===== src/rtl/tf_sched_ctrl.sv =====
// Twiddle-factor schedule controller: walks (stage, depth) items, issuing one
// generator read per item, waiting out the multiplier latency, then handing
// the result to the consumer with a valid/ready handshake.
module tf_sched_ctrl #(
  parameter int D_WIDTH  = 32,
  parameter int IT_DEPTH = 3,
  parameter int MUL_LAT  = 2
) (
  input  logic               clk,
  input  logic               rst,
  input  logic               start,
  input  logic               abort,
  input  logic [3:0]         num_stages,
  input  logic               tf_ready,
  output logic               TF_ren,
  output logic               TF_wen,
  output logic [D_WIDTH-1:0] it_depth_cnt,
  output logic [D_WIDTH-1:0] l,
  output logic               tf_valid,
  output logic               busy,
  output logic               done
);

  localparam int DW = (IT_DEPTH > 1) ? $clog2(IT_DEPTH) : 1;
  localparam logic [DW-1:0] DEPTH_LAST = DW'(IT_DEPTH - 1);
  localparam logic [2:0]    LAT_LOAD   = 3'(MUL_LAT - 1);

  typedef enum logic [2:0] {
    IDLE,
    ISSUE,
    WAIT,
    VALID,
    DONE
  } state_t;

  state_t          state, state_nxt;
  logic [2:0]      lat_cnt;
  logic [DW-1:0]   depth_q;
  logic [3:0]      stage_q;
  logic [3:0]      ns_q;
  logic            handshake;
  logic            last_item;
  logic            depth_wrap;
  logic            accept;

  assign handshake  = (state == VALID) && tf_ready;
  assign depth_wrap = (depth_q == DEPTH_LAST);
  assign last_item  = depth_wrap && (stage_q == ns_q - 4'd1);
  assign accept     = (state == IDLE) && start && (num_stages != 4'd0);

  // State register
  always_ff @(posedge clk or posedge rst) begin
    if (rst) state <= IDLE;
    else     state <= state_nxt;
  end

  // Next-state selection; abort overrides everything outside IDLE
  always_comb begin
    state_nxt = state;
    case (state)
      IDLE: begin
        if (start) state_nxt = (num_stages != 4'd0) ? ISSUE : DONE;
      end
      ISSUE: state_nxt = WAIT;
      WAIT: begin
        if (lat_cnt == 3'd0) state_nxt = VALID;
      end
      VALID: begin
        if (tf_ready) state_nxt = last_item ? DONE : ISSUE;
      end
      DONE:    state_nxt = IDLE;
      default: state_nxt = IDLE;
    endcase
    if (abort && (state != IDLE)) state_nxt = IDLE;
  end

  // Latency, depth and stage counters plus the latched stage count
  always_ff @(posedge clk or posedge rst) begin
    if (rst) begin
      lat_cnt <= '0;
      depth_q <= '0;
      stage_q <= '0;
      ns_q    <= '0;
    end else if (abort && (state != IDLE)) begin
      lat_cnt <= '0;
      depth_q <= '0;
      stage_q <= '0;
    end else begin
      if (accept) begin
        ns_q    <= num_stages;
        depth_q <= '0;
        stage_q <= '0;
      end
      if (state == ISSUE) lat_cnt <= LAT_LOAD;
      else if ((state == WAIT) && (lat_cnt != 3'd0)) lat_cnt <= lat_cnt - 3'd1;
      if (handshake) begin
        // the final item returns both counters to zero so DONE reports 0/0
        if (last_item) begin
          depth_q <= '0;
          stage_q <= '0;
        end else if (depth_wrap) begin
          depth_q <= '0;
          stage_q <= stage_q + 4'd1;
        end else begin
          depth_q <= depth_q + DW'(1);
        end
      end
    end
  end

  // Outputs decoded from state; counters are already registered
  always_comb begin
    TF_ren       = (state == ISSUE);
    tf_valid     = (state == VALID);
    TF_wen       = tf_valid && tf_ready;
    busy         = (state == ISSUE) || (state == WAIT) || (state == VALID);
    done         = (state == DONE);
    it_depth_cnt = D_WIDTH'(depth_q);
    l            = D_WIDTH'(stage_q);
  end

endmodule


===== config.mk =====
export PLATFORM = sky130hd
export DESIGN_NAME = tf_sched_ctrl
export DESIGN_NICKNAME = d
export VERILOG_FILES = /design/src/rtl/tf_sched_ctrl.sv
export SDC_FILE = /design/constraint.sdc
export NUM_CORES = 1
export LEC_CHECK = 0
export ABC_AREA = 1
export CORE_MARGIN = 1.5
export CORE_UTILIZATION = 37
export CTS_CLUSTER_SIZE = 30
export DETAILED_ROUTE_END_ITERATION = 10
export GPL_ROUTABILITY_DRIVEN = 0
export MAX_ROUTING_LAYER = met4
export PLACE_DENSITY = 0.77
export SYNTH_ARGS = -nofsm -noshare
export SYNTH_HDL_FRONTEND = slang
export SYNTH_SLANG_ARGS = --single-unit
export TNS_END_PERCENT = 50

===== constraint.sdc =====
create_clock -name clk -period 1.4 [get_ports clk]
set_input_delay 0.35 -clock clk [delete_from_list [all_inputs] [get_ports clk]]
set_output_delay 0.35 -clock clk [all_outputs]
set_load 0.005 [all_outputs]

# Word-level counts from Yosys, hierarchy flattened
# Cells that the tools add are included.
# word_totals
out_inout_bits	69
wordCells	56
register_bits	16
# op_classes
add_sub_neg	4
n_reduce_logical	17
n_eq_ne	9
n_bitwise	1
mux	20
# op_table
op	count
$mux W3	9
$mux W4	5
$pmux W3 S4	1
$reduce_bool A3 Y1	4
$mux W2	5
$eq A3 B2 Y1 const B	2
$logic_and A1 B1 Y1	6
$logic_not A3 Y1	2
$ne A3 B2 Y1 const B	2
$add A4 B1 Y4 const B	1
$eq A4 B4 Y1	1
$reduce_bool A4 Y1	1
$sub A4 B1 Y4 const B	1
$eq A3 B1 Y1 const B	1
$eq A3 B3 Y1 const B	1
$ne A3 B3 Y1 const B	1
$reduce_and A3 Y1	1
$sub A3 B1 Y3 const B	1
$add A2 B1 Y2 const B	1
$eq A2 B2 Y1 const B	1
$logic_or A1 B1 Y1	2
$reduce_and A2 Y1	1
$not A1 Y1	1

# Depth between registers and ports, before layout
# Gate-level depths: netlist of the first run.
# depth
word_depth	8
mapped_depth	12
depth_no_buf	12

# Least setup slack after synthesis of the first run
# Ideal clock, no wire load.
# synth_path
path_type	register to register
start	register ns_q[0]
end	register stage_q[2]
stages_incl_launch_ff	9
period_less_slack_ps	1416
setup_ps	114
path_slack_ps	-16
t_arrival_ps	1302
n_path_buf	0
path_cell_list	dfrtp_1 -> inv_1 -> ha_1 -> xnor2_1 -> nor2_1 -> and2b_1 -> nand3_1 -> nand3_1 -> inv_1
# synth_between
elab_chain_len	6
# synth_lines
element	line	text
start, declared	40	logic [3:0] ns_q;
start signal, assigned	90	ns_q <= num_stages;
$sub A4 B1 Y4	48	assign last_item = depth_wrap && (stage_q == ns_q - 4'd1);
$eq A4 B4 Y1	48	
$logic_and A1 B1 Y1	48	
$mux W4	98	if (last_item) begin
$mux W4	96	if (handshake) begin
$mux W4	84	end else if (abort && (state != IDLE)) begin
end signal, assigned	103	stage_q <= stage_q + 4'd1;
end, declared	39	logic [3:0] stage_q;
# Every way passes these cells.
# A chain may end at the register's enable or synchronous reset.

# Worst setup path after layout of the first run
# layout_path
start	register state[2]
end	output port TF_wen
# layout_between
elab_chain_len	2
# layout_lines
element	line	text
start, declared	36	state_t state, state_nxt;
start signal, assigned	54	else state <= state_nxt;
$eq A3 B2 Y1	114	tf_valid = (state == VALID);
$logic_and A1 B1 Y1	115	TF_wen = tf_valid && tf_ready;
end, declared	16	output logic TF_wen,
# Every way passes these cells.

==> out/metrics.csv, run 1 <==
metric,value,unit
Lkg Pwr,1.111,nW
most frequent cells in the layout,"58 x conb_1, 40 x nand2_1, 26 x buf_4",
"Seq/Total Area, Yosys",25.32,%
Cell Pwr Density,1519,mW/mm²
worst r2r src,ns_q[0]$_DFFE_PP0P_,
vias in the first global route,1191,
synthesized area per cell,7.322,µm²
final setup margin,-0.1273,ns
die height,68.38,µm
leading area contributor after synthesis,buf_4,
CP most frequent cell,buf_6,
ant diodes,0,
Hold Path Class,primary input to asynchronous set/reset pin,
async set or reset register ratio after synthesis,100.0,%
overflow left after global routing,0,
Synth Area in Adders,3.165,%
routed via count,1381,
htree depth,1,
r2r worst-path depth,8,
post-synthesis compound-gate area fraction,7.437,%
Post-Route WL,3.417,mm
Tot GR Track Use,15.16,%
Setup crit start kind,register,
max capacitance violation total,0,
Slew Limit Fails,0,
failing checks,negative setup slack,
Port-buffer cells,19,
filler instances,393,
final std cells w/o fill,321,
CTS tree,done,
CTS sink cnt,16,
crit path cell chain,inv_2 > nand3_4 > buf_6 > nor2_8 > buf_6,
period utilization,109.1,%
layout cell share with drive strength beyond 1,31.73,%
status,finished with violations,
final setup skew,0.002880,ns
crit path max fanout,4,
dpl hpwl,2.274,mm
area grow syn2layout,29.83,%
Die W,68.38,µm
peak per-stage delay on the critical path,0.43,ns
crit end category,output pin,
CP Data Arrival Time,1.18,ns
Rows,23,
largest family of logic cells by synthesized area,buffers and inverters,
minimum clock period,1.527,ns
core area,0.004058,mm²
endpoints failing setup,15,
fmax,654.8,MHz
Reg-to-Reg End,stage_q[0]$_DFF_PP0_,
post-synthesis mux area share,0,%
Setup Slack @ Placement,-0.5097,ns
kind of critical path,register to output pin,
largest net degree at the start of global routing,17,
I/O pins,78,
Root Driver,clkbuf_8,
global-route wire length before repair,5.181,mm
Layout Nets,285,
initial antenna violation count,0,
Iteration-0 DRC Markers,39,
Die Area,0.004676,mm²
"Top FF cell, synth",dfrtp_1,
final hold violations,0,
antenna-violating nets left,0,
r2r setup slk,-0.11,ns
post-synth top area share,27.53,%
Num CTS Buffers,3,
WL/cell,10.64,µm
simple-gate share of the synthesized area,27.85,%
DR pass1 iterations,4,
Worst EP required,1.05,ns
Synth area leaders,"buf_4 28%, dfrtp_1 25%, nand2_1 10%, inv_1 5.5%, nand3_1 4.7%",
synthesized instance count,216,
"commonest non-fill, non-tap cell in the layout",conb_1,
Synth cell types,27,
YS warnings,0,
Worst-path clk slew,0.07,ns
"Max stage delay cell, worst path",dfrtp_1,
Initial Utilization,38.98,%
DP Cell Count,299,
CTS Buffer Depth,2,
Post-Synth XOR/XNOR Area,1.108,%
"EDFF count, synth",0,
Remaining DRCs,0,
Max VDD drop,0.4633,mV
Worst-Skew Late Latency,0.25,ns
setup TNS,-1.094,ns
Via density,4.302,
Syn Std Cell Area,0.001582,mm²
RSZ-0062 raised after global routing,true,
Yosys reg bits,16,
-- worst max path at each step --
stage                               from                   end  depth (start not counted)
finish              state[2]$_DFFE_PP0P_                TF_wen                          5
global route         ns_q[1]$_DFFE_PP0P_  stage_q[2]$_DFF_PP0_                         10
CTS                 state[2]$_DFFE_PP0P_                TF_wen                          5
detailed placement              tf_ready                TF_wen                          4
global placement                tf_ready                TF_wen                          4
floorplan            ns_q[0]$_DFFE_PP0P_  stage_q[2]$_DFF_PP0_                          8
-- power breakdown --
group,switching [mW],internal (mW)
registers,0.112,0.603
logic,1.08,0.910
clock network,0.164,0.249
total,1.36,1.76
-- area by class of cell --
cell class                 instances  area (µm²)  area share [%]
timing repair buffer              52       452.9           22.06
sequential                        16       405.4           19.74
clock buffer                       4       55.05           2.681
multi-input combinational        170       949.7           46.25
inverter                          28       120.1           5.850
tap                               50       62.56           3.047
timing repair inverter             1       7.507          0.3656
-- registers in the layout, summed over array words and instances (netlist names) --
register,flops
ns_q,4
lat_cnt,3
depth_q,2
state,3
stage_q,4
-- worst max-delay path: cells and delay by family (launching register included) --
family	cells	cell delay, ns
buffers and inverters	3	0.33
and+or+nand+nor	2	0.17
DFF	1	0.43
-- repair_timing --
action,4_1_cts,5_1_grt
cloned,1,0
resized for setup,48,29
pin swaps,6,5
hold buffers,0,0
setup buffers,15,3
endpoints found under the setup margin,20,21
endpoints found under the hold margin,0,0
-- cells in the mapped netlist (2+ instances only) --
master    n
a21oi_1   5
buf_4    58
dfrtp_1  16
ha_1      4
inv_1    23
inv_2     5
nand2_1  44
nand2_4   2
nand3_1  15
nand3_4   2
nor2_1   12
nor3_1    2
nor3_2    2
o21ai_0  10
o21ai_1   3
xnor2_1   2
-- metal layers --
metal | up-vias | routed length (µm) | GRT usage (%)
met5 | - | 0 | -
met4 | 0 | 42 | 4.500
met3 | 6 | 222 | 2.467
met2 | 75 | 1790 | 26.80
met1 | 634 | 1362 | 17.49
li1 | 666 | - | -
-- through the flow --
stage | cell area [µm²] | hold WS [ns] | util [%] | total power, mW
CTS | 1942 | 0.4218 | 47.86 | 2.806
global placement | 1727 | 0.5034 | 42.55 | 2.095
detailed placement | 1727 | 0.5169 | 42.55 | 2.137
finish | 2053 | 0.4146 | 50.60 | 3.118
floorplan | 1800 | 0.2637 | - | 1.774
global route | 2053 | 0.4429 | 50.60 | 3.374
-- cells by family after synthesis --
logic type,after synthesis
DFF,16
and+or+nand+nor,85
adders and majority gates,4
buffers and inverters,87
other,1
xor gates and xnor gates,2
AOI/OAI and AO/OA,21
Power figures use the tool's default switching activity.
==> inputs of run 2 (changes only) <==
--- a/config.mk
+++ b/config.mk
@@ -6,6 +6,7 @@
 export NUM_CORES = 1
 export LEC_CHECK = 0
 export ABC_AREA = 1
+export CORE_ASPECT_RATIO = 0.6
 export CORE_MARGIN = 1.5
 export CORE_UTILIZATION = 37
 export CTS_CLUSTER_SIZE = 30
==> run 2 against run 1 <==
Effect of this change:
- the run still ends with negative setup slack left
- first-iteration DRC count up 46%
- non-clock buffer count up 7
- clock power up 1%
- critical path type unchanged
- sequential power up 2%
- worst hold slack worse by 0.0084 ns
- critical endpoint unchanged
- total power up 0.17%
- critical path depth unchanged
- clock skew down 0.00088 ns
- count of clock-buffer cells in the layout unchanged
- register-to-register slack about the same
==> out/metrics.csv, run 2 (synthesized netlist as in run 1, its figures left out) <==
metric,value,unit
Worst-Skew Late Latency,0.25,ns
"Max stage delay cell, worst path",dfrtp_2,
endpoints failing setup,12,
Max VDD drop,0.5353,mV
Hold Path Class,primary input to asynchronous set/reset pin,
setup TNS,-0.8206,ns
status,finished with violations,
max capacitance violation total,0,
Post-Route WL,3.540,mm
antenna-violating nets left,0,
crit path cell chain,buf_6 > nand3_4 > buf_6 > nor2_8 > buf_6,
global-route wire length before repair,5.299,mm
fmax,646.7,MHz
initial antenna violation count,0,
Hold Slack,0.4062,ns
CP most frequent cell,buf_6,
core area,0.004099,mm²
ant diodes,0,
failing checks,negative setup slack,
crit end category,output pin,
overflow left after global routing,0,
Worst-path clk slew,0.07,ns
Remaining DRCs,0,
RSZ-0062 raised after global routing,true,
Port-buffer cells,19,
Num CTS Buffers,3,
kind of critical path,register to output pin,
CTS tree,done,
Die W,87.41,µm
Root Driver,clkbuf_8,
Iteration-0 DRC Markers,57,
Via density,3.878,
CP Data Arrival Time,1.20,ns
Cell Pwr Density,1497,mW/mm²
Multi-input gate area,943.4,µm²
Setup crit start kind,register,
CTS sink cnt,16,
dpl hpwl,2.495,mm
Worst EP required,1.05,ns
peak per-stage delay on the critical path,0.42,ns
CTS Buffer Depth,2,
final setup margin,-0.1464,ns
Slew Limit Fails,0,
final setup skew,0.002004,ns
Initial Utilization,38.58,%
layout cell share with drive strength beyond 1,31.41,%
htree depth,1,
DR pass1 iterations,4,
crit path max fanout,4,
die height,53.64,µm
top flop regs,"ns_q: 4 flops, stage_q: 4 flops",
Layout Nets,291,
most frequent cells in the layout,"58 x conb_1, 43 x nand2_1, 34 x buf_4",
minimum clock period,1.546,ns
Die Area,0.004688,mm²
Tot GR Track Use,15.76,%
final hold violations,0,
area grow syn2layout,31.96,%
vias in the first global route,1118,
Sequential cell area,405.4,µm²
routed via count,1307,
WL/cell,10.50,µm
Lkg Pwr,1.139,nW
filler instances,416,
"commonest non-fill, non-tap cell in the layout",conb_1,
I/O pins,78,
# hold bufs at CTS,0,
largest net degree at the start of global routing,17,
Rows,18,
period utilization,110.5,%
run 2: cell count changes in the layout (fill, tap and decap cells not counted), sizes merged:
cell      delta
buf          +7
clkinvlp     -1
run 2: metal layers:
layer | vias to the layer above | GRT usage, % | share of wire (%)
met5 | - | - | 0
met4 | 0 | 2.381 | 0.14
met3 | 2 | 4.294 | 7.9
met2 | 37 | 24.23 | 47
met1 | 593 | 21.26 | 45
li1 | 675 | - | -
run 2: path summary, 6_finish.rpt:
check                                        from                endpoint  slack, ns  cells after the start
setup reg to reg             state[0]$_DFFE_PP0P_    stage_q[0]$_DFF_PP0_      -0.12                     10
setup / recovery             state[0]$_DFFE_PP0P_                  TF_wen      -0.15                      5
min in group clk           depth_q[0]$_DFFE_PP0P_  depth_q[0]$_DFFE_PP0P_       0.50                      1
max in group asynchronous                     rst    state[1]$_DFFE_PP0P_       0.79                      3
hold reg to reg            depth_q[0]$_DFFE_PP0P_  depth_q[0]$_DFFE_PP0P_       0.50                      1
hold / removal                                rst  depth_q[0]$_DFFE_PP0P_       0.41                      3
run 2: worst max-delay path: cells and delay by family (launching register included):
kind                   cells  cell delay, ns
DFF                        1            0.42
buffers and inverters      3            0.36
and+or+nand+nor            2            0.17
run 2: stage by stage:
step	area (µm²)	setup slack, ns	util, %	cells	power [mW]
finish	2087	-0.1464	50.92	337	3.123
global route	2087	-0.1825	50.92	337	3.396
CTS	1957	-0.1192	47.74	332	2.750
detailed placement	1769	-0.5016	43.16	313	2.144
global placement	1769	-0.4548	43.16	313	2.088
floorplan	1800	0.008371	-	273	1.774
run 2: area by class of cell:
cell class	count	share of cell area, %
Timing Repair Buffer	59	23.62
Tap cell	60	3.597
Multi-Input combinational cell	170	45.20
Inverter	28	5.516
Sequential cell	16	19.42
Clock buffer	4	2.638
run 2: timing repair:
item / 4_1_cts / 5_1_grt
pin swaps: 7 / 6
buffers inserted: 15 / 5
resized for setup: 44 / 29
setup endpoints to repair: 19 / 19
run 2: power breakdown:
part / total (mW) / internal (mW) / switching [mW]
Sequential: 0.726 / 0.603 / 0.123
Clock: 0.419 / 0.250 / 0.170
Combinational: 1.98 / 0.912 / 1.07
==> inputs of run 3 (changes only) <==
--- a/config.mk
+++ b/config.mk
@@ -8,12 +8,13 @@
 export ABC_AREA = 1
 export CORE_ASPECT_RATIO = 0.6
 export CORE_MARGIN = 1.5
-export CORE_UTILIZATION = 37
+export CORE_UTILIZATION = 44
 export CTS_CLUSTER_SIZE = 30
 export DETAILED_ROUTE_END_ITERATION = 10
 export GPL_ROUTABILITY_DRIVEN = 0
+export HOLD_SLACK_MARGIN = 0.06
 export MAX_ROUTING_LAYER = met4
-export PLACE_DENSITY = 0.77
+export PLACE_DENSITY = 0.86
 export SYNTH_ARGS = -nofsm -noshare
 export SYNTH_HDL_FRONTEND = slang
 export SYNTH_SLANG_ARGS = --single-unit
==> constraint.sdc (replaced) <==
create_clock -name clk -period 1.8 [get_ports clk]
set_input_delay 0.45 -clock clk [delete_from_list [all_inputs] [get_ports clk]]
set_output_delay 0.45 -clock clk [all_outputs]
set_load 0.005 [all_outputs]
==> run 3 against run 2 <==
Effect of this change:
- the run now ends clean
- cell area is 15% lower
- via count fell by 5.9%
- combinational power decreased by 42%
- clock power shrank 21%
- final cell count down 12%
- highest routed layer unchanged
- critical endpoint is now done
- non-clock buffer count shrank 27
==> out/metrics.csv, run 3 (synthesized netlist as in run 1, its figures left out) <==
metric,value,unit
status,finished clean,
Die Area,0.003975,mm²
CTS Buffer Depth,2,
Initial Utilization,47.31,%
CP Data Arrival Time,1.25,ns
CTS sink cnt,16,
Design Power,2.013,mW
Root Driver,clkbuf_8,
CTS tree,done,
Via density,4.169,
crit path max fanout,3,
WL/cell,10.20,µm
Cell Pwr Density,1138,mW/mm²
Worst EP required,1.35,ns
dpl hpwl,2.406,mm
Die W,80.40,µm
"commonest non-fill, non-tap cell in the layout",conb_1,
routed via count,1230,
endpoints failing setup,0,
Setup crit start kind,register,
global-route wire length before repair,4.733,mm
layout cell share with drive strength beyond 1,16.40,%
vias in the first global route,1059,
htree depth,1,
crit end category,output pin,
"Cell Area, Placed",0.001633,mm²
r2r setup slk,0.13,ns
Worst-Skew Late Latency,0.26,ns
die height,49.44,µm
max capacitance violation total,0,
core area,0.003343,mm²
Hold Path Class,primary input to asynchronous set/reset pin,
Iteration-0 DRC Markers,85,
ant diodes,0,
I/O pins,78,
overflow left after global routing,0,
filler instances,343,
final hold violations,0,
Remaining DRCs,0,
Layout Nets,264,
DR pass1 iterations,5,
Post-Route WL,3.010,mm
Max VDD drop,0.4502,mV
Worst-path clk slew,0.07,ns
Num CTS Buffers,3,
post-layout util,52.92,%
antenna-violating nets left,0,
most frequent cells in the layout,"58 x conb_1, 44 x nand2_1, 22 x inv_1",
Rows,16,
initial antenna violation count,0,
fmax,587.6,MHz
area grow syn2layout,11.87,%
minimum clock period,1.702,ns
top flop regs,"ns_q: 4 flops, stage_q: 4 flops",
period utilization,94.55,%
RSZ-0062 raised after global routing,false,
Lkg Pwr,0.9927,nW
Slew Limit Fails,0,
Tot GR Track Use,16.35,%
kind of critical path,register to output pin,
Final Cell Area,0.001769,mm²
Port-buffer cells,19,
final setup skew,0.009968,ns
largest net degree at the start of global routing,17,
r2r worst-path depth,8,
## run 3: cell types whose count changed in the layout (fill, tap and decap cells not counted), sizes merged
cell           delta
clkdlybuf4s50     +6
clkbuf            +1
dlymetal6s2s      +2
buf              -32
dlygate4sd2       -4
## run 3: layout make-up
type	instances	area, µm²	area share, %
clock buffer	4	55.05	3.112
multi-input combinational	170	859.6	48.59
sequential	16	405.4	22.91
timing repair buffer	32	285.3	16.12
inverter	28	107.6	6.082
tap	45	56.30	3.182
## run 3: per-layer routing
metal / wire length, µm / GRT usage, % / vias up
met3: 194 / 4.673 / 8
met5: 0 / - / -
met1: 1362 / 21.70 / 548
met2: 1409 / 24.09 / 48
li1: - / - / 626
met4: 44 / 4.885 / 0
## run 3: power by group
| part | internal, mW | switching, mW | leakage (nW) |
|---|---|---|---|
| Clock | 0.195 | 0.136 | 0.0288 |
| Combinational | 0.471 | 0.668 | 0.758 |
| Sequential | 0.469 | 0.0751 | 0.206 |
| Total | 1.13 | 0.879 | 0.993 |
## run 3: path summary, 6_finish.rpt
path | endpoint | startpoint
worst min register to register | depth_q[0]$_DFFE_PP0P_ | depth_q[0]$_DFFE_PP0P_
max in group asynchronous | stage_q[2]$_DFF_PP0_ | rst
worst max register to register | stage_q[2]$_DFF_PP0_ | ns_q[0]$_DFFE_PP0P_
min in group clk | depth_q[0]$_DFFE_PP0P_ | depth_q[0]$_DFFE_PP0P_
worst max-delay path | done | state[0]$_DFFE_PP0P_
worst min-delay path | ns_q[0]$_DFFE_PP0P_ | rst
## run 3: timing repair
action / in CTS / in global routing
buffers inserted: 4 / 4
pin swaps: 0 / 1
setup endpoints to repair: 5 / 4
gates resized for setup: 9 / 7
gates cloned: 0 / 0
hold buffers: 0 / 0
## run 3: critical path: stages, from the launching register on
cell and delay [ns]:
dfrtp_2 0.44, buf_4 0.15, nor3_2 0.15, dlygate4sd2_1 0.25
## run 3: per-stage QoR
step | std cells | TNS, ns | hold slack, ns | worst slack [ns]
2_1_floorplan | 273 | 0 | 0.3637 | 0.3839
4_1_cts | 291 | -0.2268 | 0.4938 | -0.1703
5_1_grt | 295 | 0 | 0.5354 | 0.0006972
6_report | 295 | 0 | 0.4875 | 0.09813
3_5_place_dp | 283 | -0.2773 | 0.5085 | -0.2773
3_3_place_gp | 283 | -0.2579 | 0.5075 | -0.2579
